### src/rtl/log_mult_pkg.sv
// Constants shared by the log-domain multiplier blocks (log_conv and antilog_conv).
package log_mult_pkg;

  localparam int DEF_WIDTH      = 16;
  localparam int DEF_KEEP_WIDTH = 6;

endpackage : log_mult_pkg

### src/rtl/antilog_shift.sv
// Combinational antilog core: product = ({1,f} << E) >> KEEP_WIDTH, truncated, in 2*WIDTH bits.
module antilog_shift
  import log_mult_pkg::*;
#(
  parameter int WIDTH      = DEF_WIDTH,
  parameter int KEEP_WIDTH = DEF_KEEP_WIDTH,
  localparam int EW        = $clog2(WIDTH) + 1
) (
  input  logic [EW-1:0]         e,
  input  logic [KEEP_WIDTH:0]   m,
  output logic [2*WIDTH-1:0]    product
);

  localparam logic [EW-1:0] KEEP = EW'(KEEP_WIDTH);

  logic [2*WIDTH-1:0] m_ext;

  assign m_ext = {{(2*WIDTH-KEEP_WIDTH-1){1'b0}}, m};

  // Splitting on E >= KEEP_WIDTH folds the net shift into one direction,
  // so fraction bits below bit 0 simply fall off the right-hand shift.
  always_comb begin
    product = '0;
    if (e >= KEEP) begin
      product = m_ext << (e - KEEP);
    end else begin
      product = m_ext >> (KEEP - e);
    end
  end

endmodule : antilog_shift

### src/rtl/antilog_conv.sv
// Two-stage antilog converter: decodes summed characteristic/fraction into an approximate product.
module antilog_conv
  import log_mult_pkg::*;
#(
  parameter int WIDTH      = DEF_WIDTH,
  parameter int KEEP_WIDTH = DEF_KEEP_WIDTH,
  localparam int EW        = $clog2(WIDTH) + 1
) (
  input  logic                  clk,
  input  logic                  rst,
  input  logic                  in_valid,
  output logic                  in_ready,
  input  logic                  in_zero,
  input  logic [EW-1:0]         sum_k,
  input  logic [KEEP_WIDTH:0]   sum_x,
  output logic                  out_valid,
  input  logic                  out_ready,
  output logic [2*WIDTH-1:0]    product
);

  // Handshake: a beat moves on a rising edge exactly when valid && ready;
  // valid holds with its data until taken, ready may follow out_ready combinationally.

  typedef struct packed {
    logic [EW-1:0]       e;
    logic [KEEP_WIDTH:0] m;
    logic                zero;
  } s1_rec_t;

  s1_rec_t            s1;
  logic               s1_valid;
  logic               s2_load;
  logic               s1_load;
  logic [EW-1:0]      e_dec;
  logic [2*WIDTH-1:0] shifted;

  // The carry out of the fraction sum bumps the exponent by one.
  assign e_dec    = sum_k + EW'(sum_x[KEEP_WIDTH]);
  assign s2_load  = !out_valid || out_ready;
  assign in_ready = !s1_valid || s2_load;
  assign s1_load  = in_valid && in_ready;

  always_ff @(posedge clk) begin
    if (rst) begin
      s1_valid <= 1'b0;
    end else if (in_ready) begin
      s1_valid <= in_valid;
    end
  end

  always_ff @(posedge clk) begin
    if (s1_load) begin
      s1.e    <= e_dec;
      s1.m    <= {1'b1, sum_x[KEEP_WIDTH-1:0]};
      s1.zero <= in_zero;
    end
  end

  antilog_shift #(
    .WIDTH      (WIDTH),
    .KEEP_WIDTH (KEEP_WIDTH)
  ) u_shift (
    .e       (s1.e),
    .m       (s1.m),
    .product (shifted)
  );

  always_ff @(posedge clk) begin
    if (rst) begin
      out_valid <= 1'b0;
      product   <= '0;
    end else if (s2_load) begin
      out_valid <= s1_valid;
      if (s1_valid) begin
        product <= s1.zero ? '0 : shifted;
      end
    end
  end

endmodule : antilog_conv
### config.mk
export PLATFORM = sky130hd
export DESIGN_NAME = antilog_conv
export DESIGN_NICKNAME = d
export VERILOG_FILES = /design/src/rtl/log_mult_pkg.sv /design/src/rtl/antilog_shift.sv /design/src/rtl/antilog_conv.sv
export SDC_FILE = /design/constraint.sdc
export NUM_CORES = 1
export LEC_CHECK = 0
export CAP_MARGIN = 40
export CELL_PAD_IN_SITES_DETAIL_PLACEMENT = 2
export CELL_PAD_IN_SITES_GLOBAL_PLACEMENT = 2
export CORE_MARGIN = 5
export CORE_UTILIZATION = 38
export DETAILED_ROUTE_END_ITERATION = 10
export DONT_BUFFER_PORTS = 1
export MAX_ROUTING_LAYER = met4
export PLACE_DENSITY = 0.84
export SLEW_MARGIN = 20
export SYNTH_ARGS = -nofsm -noshare
export SYNTH_HDL_FRONTEND = slang
export SYNTH_SLANG_ARGS = --single-unit
### constraint.sdc
create_clock -name clk -period 3.05 [get_ports clk]
set_clock_uncertainty 0.2 [all_clocks]
set_input_delay 0.61 -clock clk [delete_from_list [all_inputs] [get_ports clk]]
set_output_delay 0.61 -clock clk [all_outputs]
set_load 0.01 [all_outputs]
== Yosys cells after proc, flatten, opt, wreduce, memory -nomap -nowiden ==
Index checks and enable logic that the tools add are counted.

* Register bits after elaboration: 46
* Input port bits: 17
* Word-level logic and storage cells: 20

* Add/sub/neg operators: 3
* $lt $le $gt $ge: 1
* Shifts and indexed selects: 2
* Muxes and demuxes: 2
* Reduce and logical (&&, ||, !) cells: 6

{| class="wikitable"
|+ Operators with widths
! operator !! number
|-
| 2-to-1 mux 32 bit || 2
|-
| << shifter 7 x 5 -> 32 bit || 1
|-
| >> shifter 7 x 5 -> 32 bit || 1
|-
| adder 5 x 1 -> 5 bit || 1
|-
| >= comparator 5 x 3 -> 1 bit (second input constant) || 1
|-
| subtractor 3 x 5 -> 5 bit (first input constant) || 1
|-
| subtractor 5 x 3 -> 5 bit (second input constant) || 1
|-
| logical NOT 1 bit || 2
|-
| logical OR 1 bit || 2
|-
| AND reduction 2 bit || 1
|-
| logical AND 1 bit || 1
|}

== Logic depth before layout (Yosys ltp) ==
Gate-level depths: netlist of the first run.

* Depth in word-level cells: 4
* Mapped depth: 8
* Depth with buffers taken out: 7

== Modules after synthesis ==
From an unflattened synthesis of the first run, not the netlist that was laid out.

* Cells, all modules: 347
* Area total of the unflattened synthesis: 3088.0 µm²

{| class="wikitable"
|+ By module, submodules not included
! module !! instances !! cells each !! area each (µm²)
|-
| antilog_conv || 1 || 179 || 1911.8
|-
| antilog_shift || 1 || 168 || 1176.1
|}

== Worst setup path before layout of the first run ==
OpenSTA, ideal clock, no wires.

* Kind: reg-to-reg
* From: reg s1[8] (netlist name)
* To: reg product[0]
* Library setup time: 126 ps
* Arrival time: 1973 ps
* Slack: 751 ps
* Cell stages (with the launch flop): 7
* Path buffers: 1
* Period minus slack after synthesis: 2299 ps
* Path through: edfxtp_1 > clkinv_1 > ha_1 > clkbuf_1 > mux4_2 > a31oi_1 > o21ai_0

* Longest elaborated chain between the ends: 4
* Elaborated cells between the ends (all ways): 7
* Classes of those cells: 2 x add/sub; 1 x order compare; 2 x shift; 2 x mux

{| class="wikitable"
|+ RTL lines
! what !! RTL line !! source
|-
| subtractor 3 x 5 -> 5 bit or subtractor 5 x 3 -> 5 bit (tied branches) || antilog_shift.sv:27, antilog_shift.sv:25 ||
|-
| >> shifter 7 x 5 -> 32 bit or << shifter 7 x 5 -> 32 bit (tied branches) || antilog_shift.sv:27, antilog_shift.sv:25 ||
|-
| 2-to-1 mux 32 bit * || antilog_shift.sv:24 || <nowiki>if (e >= KEEP) begin</nowiki>
|-
| 2-to-1 mux 32 bit * || antilog_conv.sv:75 || <nowiki>product <= s1.zero ? '0 : shifted;</nowiki>
|-
| end signal: assignment || antilog_conv.sv:75 ||
|-
| end: declaration || antilog_conv.sv:18 || <nowiki>output logic [2*WIDTH-1:0] product</nowiki>
|}

Mark *: on every way between the ends. The rest lies on a longest branch, timed or not.
A chain may end at the register's enable or synchronous reset.

== Worst setup path after layout of the first run ==
* From: reg s1[10] (netlist name)
* To: reg product[19]

* Longest elaborated chain between the ends: 4
* Elaborated cells between the ends (all ways): 7
* Classes of those cells: 2 x add/sub; 1 x order compare; 2 x shift; 2 x mux

{| class="wikitable"
|+ RTL lines
! what !! RTL line
|-
| subtractor 3 x 5 -> 5 bit or subtractor 5 x 3 -> 5 bit (tied branches) || antilog_shift.sv:27, antilog_shift.sv:25
|-
| >> shifter 7 x 5 -> 32 bit or << shifter 7 x 5 -> 32 bit (tied branches) || antilog_shift.sv:27, antilog_shift.sv:25
|-
| 2-to-1 mux 32 bit * || antilog_shift.sv:24
|-
| 2-to-1 mux 32 bit * || antilog_conv.sv:75
|}

Marks and branches as above.

==> results.py, run 1 <==
metrics = {
    "logic_synthesis": {
        "yosys-top-cells-area": "dfxtp_1 27%, edfxtp_1 14%, a22oi_1 4.4%",
        "syn_nets": 297,
        "synth_top_area_frac": 0.267,
        "syn_area_mm2": 0.00255,
        "synthMuxAreaShare": 0.0745,
        "yosysSeqAreaShare": 0.408,
        "synth_fa_ha_area_frac": 0.0343,
        "synth-edff-count": 12,
        "synthArstFlopShare": 0,
        "synth_top_family_by_area": "compound AO/OA/AOI/OAI gates",
        "synthCells": 273,
        "synth_ff_type": "dfxtp_1",
        "synth.avg_cell_area_um2": 9.35,
        "synthXorXnorAreaFrac": 0.0338,
        "synth-compound-area-share": 0.220,
        "synth.distinct_cells": 59,
        "synth_warnings": 0,
        "ys_seq_elements": 46,
        "yosys.area_share.simple": 0.186,
        "yosys.area.top_type": "dfxtp_1",
    },
    "sta": {
        "maxSlewViolCount": 0,
        "fin_crit_ns": 2.65,
        "setup_viol": 0,
        "hold_violations": 0,
        "rsz0062_at_grt": "no",
        "fin_crit_sh": 0.868,
        "worstMarginPinSlew_ns": 0.688,
        "worst_slack_ns": 0.401,
        "fin_tns_setup_ns": 0,
        "fmax_mhz": 378,
        "slew-limit-headroom": 0.536,
    },
    "floorplan": {
        "io_pins": 51,
        "die_x_um": 91.9,
        "core_area_mm2": 0.00642,
        "dieHeight_um": 91.9,
        "design.die.area_mm2": 0.00845,
        "rows": 29,
        "start_util": 0.397,
    },
    "placement": {
        "dpl_worst_slack_ns": 0.428,
        "place.gp.congestion": 0.894,
        "numPortBuffers": 0,
        "placedCellCount": 341,
        "hpwl_mm": 5.99,
    },
    "clock_tree": {
        "ctsResizeCount": 0,
        "cts_buffers": 5,
        "clkSlewWorstSetupHoldPaths_ns": 0.09,
        "cts_root_buffer": "clkbuf_8",
        "clkLatencyLatePin_ns": 0.30,
        "cts_buffer_depth": 2,
        "cts_hold_buf": 0,
        "cts_sinks": 46,
        "cts_tree": "done",
        "post_cts_buffers": 0,
        "cts_max_level": 2,
    },
    "setup_path": {
        "start_kind": "flop",
        "cpMaxStageDelayCell": "edfxtp_1",
        "slowest_delay_ns": 0.63,
        "crit_required_ns": 3.08,
        "crit_buf_inv": 0,
        "cp_cell_sequence": "ha_1 -> a2111o_1 -> nand4b_2 -> nor3_1 -> nand2_1 -> o21ai_0",
        "critPathKind": "reg -> reg",
        "crit_family": "simple AND/OR/NAND/NOR gates",
        "crit_start": "s1[10]",
        "path_max_fanout": 11,
        "arrival_ns": 2.68,
        "end_kind": "flop",
        "r2r-start": "s1[10]",
    },
    "power": {
        "p_switching_mw": 0.423,
        "netSwitchingFraction": 0.305,
        "power_density_mw_per_mm2": 509,
        "max-vdd-ir-drop_mv": 0.219,
        "comb_power_share": 0.206,
        "clkPwrFrac": 0.303,
        "finalPower_mw": 1.39,
        "internal_power_mw": 0.963,
        "power.leakage_nw": 0.951,
        "power_frac_seq": 0.491,
    },
    "route": {
        "ant_nets": 0,
        "first_pass_iters": 4,
        "drtIter0Drc": 80,
        "num_vias": 2129,
        "drcViolationCount": 0,
        "wirelength_mm": 7.96,
        "viasPerCell": 6.10,
        "wire_per_inst_um": 22.8,
    },
    "global_route": {
        "grt-ovfl-total": 0,
        "grt_pass1_vias": 2313,
        "gr-usage-all-layers": 0.198,
        "grt_max_degree": 23,
        "antenna_found_initial": 0,
        "grt_pass1_wl_mm": 12.7,
    },
    "hold_path": {
        "worstHoldStart": "rst",
        "hp-class": "in -> reg",
    },
    "finish": {
        "fin_util": 0.424,
        "drive_gt1_frac": 0.125,
        "diodes": 0,
        "finish.net_count": 295,
        "final_cells": 349,
        "areaGrowthSynthToFinish_pct": 6.62,
    },
    "job": {
        "max-cap-violations": 0,
    },
    "run_status": {
        "status": "finished, final reports clean",
    },
}
==> cells by family (layout without fill, tap and decap cells) <==
logic type               Yosys count  after routing
XOR/XNOR                           9              9
buffers and inverters             23             22
AO/OA/AOI/OAI                     80             80
adder cells (fa/ha/maj)            7              7
AND/OR/NAND/NOR                   93             93
flip-flops                        46             46
multiplexers                      15             15
==> cell usage after synthesis (3+ instances only) <==
cell type and number:
dfxtp_1 34, nand2_1 27, nor2_1 23, a21oi_1 19, o21ai_0 17, a22oi_1 15
edfxtp_1 12, nor3_1 8, clkbuf_1 7, ha_1 7, a22o_1 6, mux2_2 6
nand3_1 6, inv_1 5, mux2i_1 5, buf_2 4, nand2b_1 4, nor2b_1 4
xnor2_1 4, xor2_1 4, buf_4 3, nand3b_1 3, o22ai_1 3
==> flip-flops by register name, indices dropped and copies added, names as in the netlist <==
name and count:
out_valid 1, product 32, s1 12, s1_valid 1
==> worst paths after layout <==
kind                  to  slack [ns]  cells past startpoint
max          product[19]        0.40                      6
min          product[31]        0.17                      1
max reg2reg  product[19]        0.40                      6
min reg2reg  product[25]        0.32                      2
==> through the flow <==
stage,hold slack (ns),area (um^2)
6_report,0.166,2720
5_1_grt,0.148,2720
4_1_cts,0.158,2720
3_5_place_dp,0.313,2620
3_3_place_gp,0.305,2620
2_1_floorplan,0.282,2550
==> per-layer routing <==
layer	track usage	vias up	wire length, um	share of wire
li1	-	1003	-	-
met1	0.230	1068	3430	0.43
met2	0.348	50	4060	0.51
met3	0.0434	8	352	0.044
met4	0.0483	0	110	0.014
met5	-	-	0	0
==> final cells by class <==
cell class	count	area [um^2]
Timing Repair Buffer	7	52.6
Multi-Input combinational cell	204	1400
Inverter	7	26.3
Clock buffer	7	97.6
Tap cell	77	96.3
Clock inverter	1	7.51
Fill cell	701	3700
Sequential cell	46	1040
==> layout by cell type (no fill, tap or decap), drive strengths merged, types with 3 or more instances in the layout <==
cell type / count
xnor2: 5
a22o: 6
a21oi: 20
nor2b: 4
mux2i: 7
nand3b: 3
dfxtp: 34
o21ai: 18
clkbuf: 7
inv: 5
mux2: 6
buf: 7
edfxtp: 12
ha: 7
nor2: 23
or3: 3
nor3: 8
nand2b: 4
xor2: 4
nand3: 6
o22ai: 3
nand2: 27
a22oi: 15
==> power groups by stage <==
stage,sequential (mW),combinational [mW],clock [mW]
floorplan,0.675,0.218,0
global placement,0.692,0.270,0
detailed placement,0.694,0.281,0
CTS,0.680,0.286,0.431
global route,0.685,0.310,0.457
finish,0.680,0.285,0.420
No activity file was read; power rests on OpenSTA's default activity.
==> inputs of run 2 (changes only) <==
--- a/config.mk
+++ b/config.mk
@@ -9,11 +9,12 @@
 export CELL_PAD_IN_SITES_DETAIL_PLACEMENT = 2
 export CELL_PAD_IN_SITES_GLOBAL_PLACEMENT = 2
 export CORE_MARGIN = 5
-export CORE_UTILIZATION = 38
+export CORE_UTILIZATION = 35
 export DETAILED_ROUTE_END_ITERATION = 10
 export DONT_BUFFER_PORTS = 1
+export GPL_ROUTABILITY_DRIVEN = 1
 export MAX_ROUTING_LAYER = met4
-export PLACE_DENSITY = 0.84
+export PLACE_DENSITY = 0.82
 export SLEW_MARGIN = 20
 export SYNTH_ARGS = -nofsm -noshare
 export SYNTH_HDL_FRONTEND = slang
==> constraint.sdc (replaced) <==
create_clock -name clk -period 2.2 [get_ports clk]
set_clock_uncertainty 0.2 [all_clocks]
set_input_delay 0.44 -clock clk [delete_from_list [all_inputs] [get_ports clk]]
set_output_delay 0.44 -clock clk [all_outputs]
set_load 0.01 [all_outputs]
==> results.py, run 2 (synthesis results as in run 1) <==
metrics = {
    "run_status": {
        "status": "complete, but fails checks",
        "violations": "negative setup slack",
    },
    "clock_tree": {
        "cts_root_buffer": "clkbuf_8",
        "clkLatencyLatePin_ns": 0.30,
        "cts_tree": "done",
        "cts_sinks": 46,
        "cts_buffer_depth": 2,
        "cts_max_level": 2,
        "cts_buffers": 5,
        "clkSlewWorstSetupHoldPaths_ns": 0.08,
    },
    "finish": {
        "areaGrowthSynthToFinish_pct": 23.7,
        "finish.net_count": 331,
        "top_regs": "product (32), s1 (12)",
        "diodes": 0,
        "fill_cells": 775,
        "finish.instance_area_mm2": 0.00316,
        "final_cells": 407,
        "largest_reg_flops": 32,
        "final_common_cell": "buf_4",
        "drive_gt1_frac": 0.273,
        "mostFrequentLayoutCells": "35 x buf_4, 34 x dfxtp_1, 27 x nand2_1",
        "top_register": "product",
    },
    "setup_path": {
        "path_max_fanout": 4,
        "critPathKind": "reg -> reg",
        "arrival_ns": 2.26,
        "end_kind": "flop",
        "crit_required_ns": 2.19,
        "start_kind": "flop",
    },
    "route": {
        "first_pass_iters": 4,
        "num_vias": 2298,
        "ant_nets": 0,
        "drcViolationCount": 0,
        "wirelength_mm": 9.08,
        "viasPerCell": 5.65,
        "wire_per_inst_um": 22.3,
        "drtIter0Drc": 92,
    },
    "floorplan": {
        "io_pins": 51,
        "die_x_um": 95.4,
        "dieHeight_um": 95.4,
        "design.die.area_mm2": 0.00910,
        "core_area_mm2": 0.00718,
        "start_util": 0.356,
        "rows": 31,
    },
    "sta": {
        "fin_crit_sh": 1.03,
        "slew-limit-headroom": 0.684,
        "hold_violations": 0,
        "rsz0062_at_grt": "yes",
        "fin_crit_ns": 2.27,
        "maxSlewViolCount": 0,
        "hold_ws_ns": 0.0263,
        "worstMarginPinSlew_ns": 0.473,
        "worst_slack_ns": -0.0717,
        "setup_viol": 8,
        "fin_tns_setup_ns": -0.299,
        "fmax_mhz": 440,
    },
    "global_route": {
        "gr-usage-all-layers": 0.202,
        "grt-ovfl-total": 0,
        "grt_pass1_vias": 2543,
        "grt_max_degree": 22,
        "antenna_found_initial": 0,
        "grt_pass1_wl_mm": 13.6,
    },
    "job": {
        "max-cap-violations": 0,
    },
    "placement": {
        "dpl_worst_slack_ns": -0.0740,
        "placedCellCount": 388,
        "hpwl_mm": 6.43,
        "place.gp.congestion": 0.886,
        "dpl_cell_area_mm2": 0.00283,
        "numPortBuffers": 0,
    },
    "power": {
        "p_switching_mw": 0.645,
        "power_density_mw_per_mm2": 648,
        "comb_power_share": 0.273,
        "max-vdd-ir-drop_mv": 0.275,
        "netSwitchingFraction": 0.316,
        "internal_power_mw": 1.40,
        "power.leakage_nw": 1.15,
        "power_frac_seq": 0.456,
        "clkPwrFrac": 0.271,
    },
    "hold_path": {
        "hp-class": "in -> reg",
    },
}
-- run 2: cell count changes in the layout (fill, tap and decap cells not counted), moves of 3 or more --
cell,previous run,this run
buf_4,7,35
buf_6,0,3
dlygate4sd3_1,0,3
ha_1,7,4
nor3_1,8,5
nor3_2,0,3
o21ai_0,17,11
o21ai_1,0,6
-- run 2: path summary, 6_finish.rpt --
kind | slack (ns) | cells past startpoint | endpoint | from
hold reg to reg | 0.32 | 2 | product[25] | product[25]
hold / removal | 0.03 | 0 | s1[5] | sum_x[4]
setup reg to reg | -0.07 | 7 | product[17] | s1[9]
setup / recovery | -0.07 | 7 | product[17] | s1[9]
-- run 2: final cells by class --
class	count	area, um^2	share of cell area
multi-input combinational	204	1510	0.477
sequential	46	1040	0.330
timing repair buffer	43	367	0.116
tap	99	124	0.0393
clock buffer	7	87.6	0.0278
inverter	7	26.3	0.00833
clock inverter	1	5.00	0.00159
-- run 2: stage by stage --
step                utilization  power [mW]
floorplan                     -        1.24
global placement          0.394        1.40
detailed placement        0.394        1.42
CTS                       0.419        2.00
global route              0.440        2.14
finish                    0.440        2.05
-- run 2: routing by layer --
| layer | vias up | routed length (um) | GRT usage | share of wire |
|---|---|---|---|---|
| li1 | 1067 | - | - | - |
| met5 | - | 0 | - | 0 |
| met3 | 13 | 468 | 0.0466 | 0.052 |
| met4 | 0 | 153 | 0.0557 | 0.017 |
| met1 | 1156 | 3770 | 0.233 | 0.42 |
| met2 | 62 | 4680 | 0.351 | 0.52 |
-- run 2: critical path, cell delays in order, from the launching register on --
cell and delay (ns):
edfxtp_1 0.43, buf_6 0.16, ha_4 0.17, a2111o_1 0.52, nand4b_4 0.18, or3_4 0.19, nor2_2 0.04, a221o_1 0.27
-- run 2: repair_timing --
action / in CTS / in global routing
resized for setup: 8 / 25
cloned: 0 / 1
hold endpoints to repair: 10 / 2
pin swaps: 3 / 6
setup endpoints to repair: 18 / 32
buffers inserted: 5 / 2
hold buffers: 2 / 1
-- run 2: power by group through the flow --
stage | Sequential, mW | Clock (mW) | Combinational (mW)
after floorplan | 0.936 | 0 | 0.303
after global placement | 0.947 | 0 | 0.450
after detailed placement | 0.950 | 0 | 0.468
after CTS | 0.930 | 0.566 | 0.499
after global routing | 0.936 | 0.604 | 0.602
final | 0.932 | 0.555 | 0.558
